`config.mk`:
```
export PLATFORM = sky130hd
export DESIGN_NAME = memory_master
export DESIGN_NICKNAME = d
export VERILOG_FILES = /design/src/rtl/memory_master.sv
export SDC_FILE = /design/constraint.sdc
export NUM_CORES = 1
export LEC_CHECK = 0
export ABC_AREA = 1
export CAP_MARGIN = 10
export CORE_MARGIN = 5
export CORE_UTILIZATION = 40
export DETAILED_ROUTE_END_ITERATION = 7
export GPL_TIMING_DRIVEN = 0
export PLACE_DENSITY_LB_ADDON = 0.25
export SLEW_MARGIN = 20
export SYNTH_ARGS = -nofsm -noshare
export SYNTH_HDL_FRONTEND = slang
export SYNTH_SLANG_ARGS = --single-unit
```
`constraint.sdc`:
```
create_clock -name MEMORY_MASTER_CLOCK_50 -period 1.6 [get_ports MEMORY_MASTER_CLOCK_50]
set_input_delay 0.32 -clock MEMORY_MASTER_CLOCK_50 [delete_from_list [all_inputs] [get_ports MEMORY_MASTER_CLOCK_50]]
set_output_delay 0.32 -clock MEMORY_MASTER_CLOCK_50 [all_outputs]
set_load 0.02 [all_outputs]
```
`src/rtl/memory_master.sv`:
```
// memory_master: single-access bus initiator between the datapath control
// unit and main memory. A request accepted in IDLE is presented to memory in
// ACCESS (address/write data held stable, RD or WRMain strobe high) until the
// memory acknowledges. COMPLETE then pulses Done for one cycle. When the
// optional timeout is built in, a missing ACK ends in ERROR, which pulses
// Error for one cycle.
//
// Optional feature macro: MEMORY_MASTER_TIMEOUT_EN
//   defined     -> 8-bit ACK timeout counter and ERROR state are present
//   not defined -> ACCESS waits for ACK forever, Error_Out is constant 0
//
// Ports:
//   MEMORY_MASTER_CLOCK_50        in   system clock, rising edge
//   MEMORY_MASTER_ResetInLow_In   in   asynchronous active-low reset
//   MEMORY_MASTER_Req_In          in   request strobe (sampled in IDLE)
//   MEMORY_MASTER_Write_In        in   1 = write, 0 = read
//   MEMORY_MASTER_Addr_InBus      in   access address
//   MEMORY_MASTER_WrData_InBus    in   write data
//   MEMORY_MASTER_Busy_Out        out  high in ACCESS/COMPLETE/ERROR
//   MEMORY_MASTER_Done_Out        out  one-cycle pulse on completion
//   MEMORY_MASTER_Error_Out       out  one-cycle pulse on timeout
//   MEMORY_MASTER_RdData_OutBus   out  last successfully read word
//   MEMORY_MASTER_A_OutBus        out  address to memory
//   MEMORY_MASTER_B_OutBus        out  write data to memory
//   MEMORY_MASTER_RD_Out          out  read strobe to memory
//   MEMORY_MASTER_WRMain_Out      out  write strobe to memory
//   MEMORY_MASTER_ACK_In          in   memory acknowledge
//   MEMORY_MASTER_Data_InBus      in   read data from memory
module memory_master #(
  parameter int DATAWIDTH_BUS = 32,
  parameter int ACK_TIMEOUT   = 15
) (
  input  logic                     MEMORY_MASTER_CLOCK_50,
  input  logic                     MEMORY_MASTER_ResetInLow_In,
  input  logic                     MEMORY_MASTER_Req_In,
  input  logic                     MEMORY_MASTER_Write_In,
  input  logic [DATAWIDTH_BUS-1:0] MEMORY_MASTER_Addr_InBus,
  input  logic [DATAWIDTH_BUS-1:0] MEMORY_MASTER_WrData_InBus,
  output logic                     MEMORY_MASTER_Busy_Out,
  output logic                     MEMORY_MASTER_Done_Out,
  output logic                     MEMORY_MASTER_Error_Out,
  output logic [DATAWIDTH_BUS-1:0] MEMORY_MASTER_RdData_OutBus,
  output logic [DATAWIDTH_BUS-1:0] MEMORY_MASTER_A_OutBus,
  output logic [DATAWIDTH_BUS-1:0] MEMORY_MASTER_B_OutBus,
  output logic                     MEMORY_MASTER_RD_Out,
  output logic                     MEMORY_MASTER_WRMain_Out,
  input  logic                     MEMORY_MASTER_ACK_In,
  input  logic [DATAWIDTH_BUS-1:0] MEMORY_MASTER_Data_InBus
);

  typedef enum logic [1:0] {
    S_IDLE     = 2'd0,
    S_ACCESS   = 2'd1,
    S_COMPLETE = 2'd2,
    S_ERROR    = 2'd3
  } state_t;

  state_t                   state_q, state_d;
  logic                     write_q, write_d;
  logic [DATAWIDTH_BUS-1:0] a_q, a_d;
  logic [DATAWIDTH_BUS-1:0] b_q, b_d;
  logic [DATAWIDTH_BUS-1:0] rdata_q, rdata_d;
  logic                     busy_q, busy_d;
  logic                     done_q, done_d;
  logic                     rd_q, rd_d;
  logic                     wr_q, wr_d;

`ifdef MEMORY_MASTER_TIMEOUT_EN
  // Last counter value still allowed in ACCESS; ACCESS lasts ACK_TIMEOUT cycles.
  localparam logic [7:0] TMO_LAST = 8'(ACK_TIMEOUT - 1);

  logic [7:0] cnt_q, cnt_d;
  logic       err_q, err_d;
`endif

  always_comb begin
    state_d = state_q;
    write_d = write_q;
    a_d     = a_q;
    b_d     = b_q;
    rdata_d = rdata_q;
`ifdef MEMORY_MASTER_TIMEOUT_EN
    cnt_d   = cnt_q;
`endif

    unique case (state_q)
      S_IDLE: begin
        if (MEMORY_MASTER_Req_In) begin
          a_d     = MEMORY_MASTER_Addr_InBus;
          // B keeps the last written word across reads.
          if (MEMORY_MASTER_Write_In) b_d = MEMORY_MASTER_WrData_InBus;
          write_d = MEMORY_MASTER_Write_In;
`ifdef MEMORY_MASTER_TIMEOUT_EN
          cnt_d   = 8'd0;
`endif
          state_d = S_ACCESS;
        end
      end
      S_ACCESS: begin
        if (MEMORY_MASTER_ACK_In) begin
          if (!write_q) rdata_d = MEMORY_MASTER_Data_InBus;
          state_d = S_COMPLETE;
        end
`ifdef MEMORY_MASTER_TIMEOUT_EN
        else if (cnt_q == TMO_LAST) begin
          state_d = S_ERROR;
        end else begin
          cnt_d = cnt_q + 8'd1;
        end
`endif
      end
      S_COMPLETE: state_d = S_IDLE;
      S_ERROR:    state_d = S_IDLE;
      default:    state_d = S_IDLE;
    endcase
  end

  // Status and strobes are decoded from the next state so that every output
  // comes straight from a flop.
  always_comb begin
    busy_d = (state_d != S_IDLE);
    done_d = (state_d == S_COMPLETE);
    rd_d   = (state_d == S_ACCESS) && !write_d;
    wr_d   = (state_d == S_ACCESS) &&  write_d;
`ifdef MEMORY_MASTER_TIMEOUT_EN
    err_d  = (state_d == S_ERROR);
`endif
  end

  always_ff @(posedge MEMORY_MASTER_CLOCK_50 or negedge MEMORY_MASTER_ResetInLow_In) begin
    if (!MEMORY_MASTER_ResetInLow_In) begin
      state_q <= S_IDLE;
      write_q <= 1'b0;
      a_q     <= '0;
      b_q     <= '0;
      rdata_q <= '0;
      busy_q  <= 1'b0;
      done_q  <= 1'b0;
      rd_q    <= 1'b0;
      wr_q    <= 1'b0;
`ifdef MEMORY_MASTER_TIMEOUT_EN
      cnt_q   <= 8'd0;
      err_q   <= 1'b0;
`endif
    end else begin
      state_q <= state_d;
      write_q <= write_d;
      a_q     <= a_d;
      b_q     <= b_d;
      rdata_q <= rdata_d;
      busy_q  <= busy_d;
      done_q  <= done_d;
      rd_q    <= rd_d;
      wr_q    <= wr_d;
`ifdef MEMORY_MASTER_TIMEOUT_EN
      cnt_q   <= cnt_d;
      err_q   <= err_d;
`endif
    end
  end

  assign MEMORY_MASTER_Busy_Out      = busy_q;
  assign MEMORY_MASTER_Done_Out      = done_q;
  assign MEMORY_MASTER_RdData_OutBus = rdata_q;
  assign MEMORY_MASTER_A_OutBus      = a_q;
  assign MEMORY_MASTER_B_OutBus      = b_q;
  assign MEMORY_MASTER_RD_Out        = rd_q;
  assign MEMORY_MASTER_WRMain_Out    = wr_q;
`ifdef MEMORY_MASTER_TIMEOUT_EN
  assign MEMORY_MASTER_Error_Out     = err_q;
`else
  assign MEMORY_MASTER_Error_Out     = 1'b0;
`endif

endmodule

```
==> impl_metrics.tcl <==
set metrics [dict create \
    fp.dieW_um 111 \
    clock_latency_ps 360 \
    regArea_um2 2580 \
    synth_common_cells "nand2_1, dfrtp_1, nand3_1" \
    drc_errors 0 \
    synth_top_family_by_area "simple AND/OR/NAND/NOR gates" \
    cts_buffers 9 \
    htreeDepth 3 \
    synthCells 439 \
    synthToLayoutAreaGrowth_pct 55.5 \
    p_comb_share_pct 45.1 \
    tns_ps 0 \
    crit_buf_inv 1 \
    syn-num-nets 540 \
    pin_count 202 \
    synthTopCellsByArea "dfrtp_1, nand2_1, nand3_1" \
    cts_root_buf "clkbuf_8" \
    antennaDiodeCount 0 \
    viasPerCell 4.62 \
    tritoncts "built" \
    cp_data_arrival_time_ps 1090 \
    power.density_nw_per_um2 1700 \
    end_kind "output pin" \
    gp_congestion 0.770 \
    switching_power_mw 4.51 \
    initial_utilization_pct 40.4 \
    synth_most_common_cell "nand2_1" \
    layout_min_cycle_time_ps 1410 \
    grt_usage_pct 18.8 \
    status "complete, no violations" \
    nNetsFinal 752 \
    cp-start-kind "register" \
    path_delay_family "flip-flops" \
    totalWireLength_um 11300 \
    ys_seq_elements 103 \
    multi_input_area_um2 1240 \
    cts_setup_buffers 0 \
    clk_path_buf_depth 2 \
    max_freq_mhz 707 \
    crit_type "reg2out" \
    internal-power_mw 6.40 \
    p_clk_share_pct 15.9 \
    syn_area_per_cell_um2 9.38 \
    rsz0062_at_grt "false" \
    dr.pass1.iters 4 \
    worstMarginPinSlew_ps 569 \
    synth_compound_area_share_pct 5.89 \
    critPathMaxFanout 2 \
    crit_chain "dlygate4sd2_1" \
    dr.first_iter.drc_count 170 \
    synth_edf_count 0 \
    grt_pass1_vias 3786 \
    design_area_um2 6400 \
    antenna_left 0 \
    hold_violations 0 \
    vias 3658 \
    hold-worst-slack_ps 333 \
    dp_slack_ps -274 \
    synthDistinctLibCells 14 \
    finalSetupViolCount 0 \
    portBuffers 199 \
    report.final.slew_viol_count 0 \
    cap_violations 0 \
    synthSimpleGateAreaFrac_pct 24.1 \
    antenna_found_initial 0 \
    grt_max_degree 63 \
    synthMuxAreaShare_pct 0 \
    clkTransAtPathRegs_ps 100 \
    ir_worst_vdd_mv 0.836 \
    fillers 937 \
    drive_gt1_share_pct 9.45 \
    hp-class "in2reg" \
    grt_pass1_wl_um 19100 \
    synthAdderAreaFrac_pct 0 \
    die-height_um 111 \
    required_ps 1280 \
    crit_path_top_delay_cell "dfrtp_1" \
    row_count 37 \
    swShare_pct 41.3 \
    seq_area_frac_synth_pct 62.6 \
    slowest_delay_ps 400 \
    fin_skew_ps 11.8 \
    cts.sinks 103 \
    async_flop_share_pct 100 \
    p_seq_share_pct 39.0 \
    synth_top_area_share_pct 62.6 \
    leakagePower_nw 3.44 \
    die_area_um2 12400 \
    finalCritPeriodShare_pct 88.4 \
    synth-xor-area-share_pct 0 \
    yosysWarnings 0 \
    wire_per_inst_um 14.3 \
    syn-cell-area_um2 4120 \
    yosysTopAreaCell "dfrtp_1" \
    grt-ovfl-total 0 \
    placed_area_um2 6300 \
    timing.slew.headroom_pct 62.0 \
    ys.flop_type "dfrtp_1" \
    final.setup.worst_slack_ps 186 \
    dp_hpwl_um 8740 \
    core_area_um2 10200 \
]
-- kinds of logic (layout without fill, tap and decap cells) --
kind of cell           count (synthesis)  count (layout)
AND/OR/NAND/NOR                      239             239
buffers and inverters                 64             281
AO/OA/AOI/OAI                         32              32
other                                  1               1
flip-flops                           103             103
-- worst paths after layout --
kind | startpoint | to | slack (ps) | depth (start not counted)
worst max-delay path | MEMORY_MASTER_A_OutBus[0]$_DFFE_PN0P_ | MEMORY_MASTER_A_OutBus[0] | 190 | 1
worst min-delay path | MEMORY_MASTER_Req_In | MEMORY_MASTER_A_OutBus[11]$_DFFE_PN0P_ | 330 | 3
worst max register to register | state_q[1]$_DFF_PN0_ | MEMORY_MASTER_B_OutBus[9]$_DFFE_PN0P_ | 210 | 6
worst min register to register | MEMORY_MASTER_A_OutBus[11]$_DFFE_PN0P_ | MEMORY_MASTER_A_OutBus[11]$_DFFE_PN0P_ | 470 | 2
max in group asynchronous | MEMORY_MASTER_ResetInLow_In | MEMORY_MASTER_WRMain_Out$_DFF_PN0_ | 470 | 3
min in group asynchronous | MEMORY_MASTER_ResetInLow_In | MEMORY_MASTER_RdData_OutBus[1]$_DFFE_PN0P_ | 500 | 2
-- through the flow --
step,std cells,power (mW),util [%]
after global placement,774,9.97,61.7
after global routing,792,11.7,62.9
after detailed placement,775,10.1,61.9
after CTS,792,11.1,62.9
final,792,10.9,62.9
after floorplan,439,7.07,-
-- registers in the layout, summed over array words and instances (netlist names) --
name,count
MEMORY_MASTER_A_OutBus,32
MEMORY_MASTER_B_OutBus,32
MEMORY_MASTER_RdData_OutBus,32
state_q,2
MEMORY_MASTER_Busy_Out,1
MEMORY_MASTER_Done_Out,1
MEMORY_MASTER_RD_Out,1
MEMORY_MASTER_WRMain_Out,1
write_q,1
-- power groups by stage --
stage	Clock (mW)	Sequential [mW]	Combinational (mW)
2_1_floorplan	0	5.66	1.41
3_3_place_gp	0	4.30	5.67
3_5_place_dp	0	4.34	5.77
4_1_cts	1.79	4.26	5.01
5_1_grt	1.90	4.40	5.37
6_report	1.73	4.25	4.92
-- cell usage in the layout, fill, tap and decap left out, drive strengths merged --
cell and count:
conb 1, dlygate4sd2 100, bufinv 1, dfrtp 103, nand3 65, o21ai 32, dlygate4sd3 1, clkbuf 19
clkdlybuf4s50 98, clkinv 3, nor2 6, inv 38, nand2 168, buf 21
-- repair_timing --
action                                 in CTS  in global routing
setup endpoints to repair                 100                  5
gates resized for setup                   100                  1
hold buffers                                1                  0
endpoints found under the hold margin      61                  0
gates cloned                                0                  0
pin swaps                                   0                  0
-- area by class of cell --
| class | count | share of cell area, % |
|---|---|---|
| multi-input combinational | 272 | 19.4 |
| inverter | 37 | 2.17 |
| clock inverter | 5 | 1.02 |
| sequential | 103 | 40.2 |
| buffer | 27 | 2.52 |
| tap | 136 | 2.66 |
| timing repair buffer | 201 | 29.6 |
| clock buffer | 11 | 2.36 |
-- routing by layer --
metal | global-route usage, % | wire (um) | up-vias | share of wire (%)
met3 | 4.95 | 694 | 18 | 6.1
met2 | 31.9 | 5620 | 132 | 49
met5 | 0 | 0 | - | 0
li1 | - | - | 1793 | -
met1 | 23.5 | 4840 | 1715 | 43
met4 | 6.33 | 197 | 0 | 1.7
Note: power is estimated with default switching activity, not from simulation.
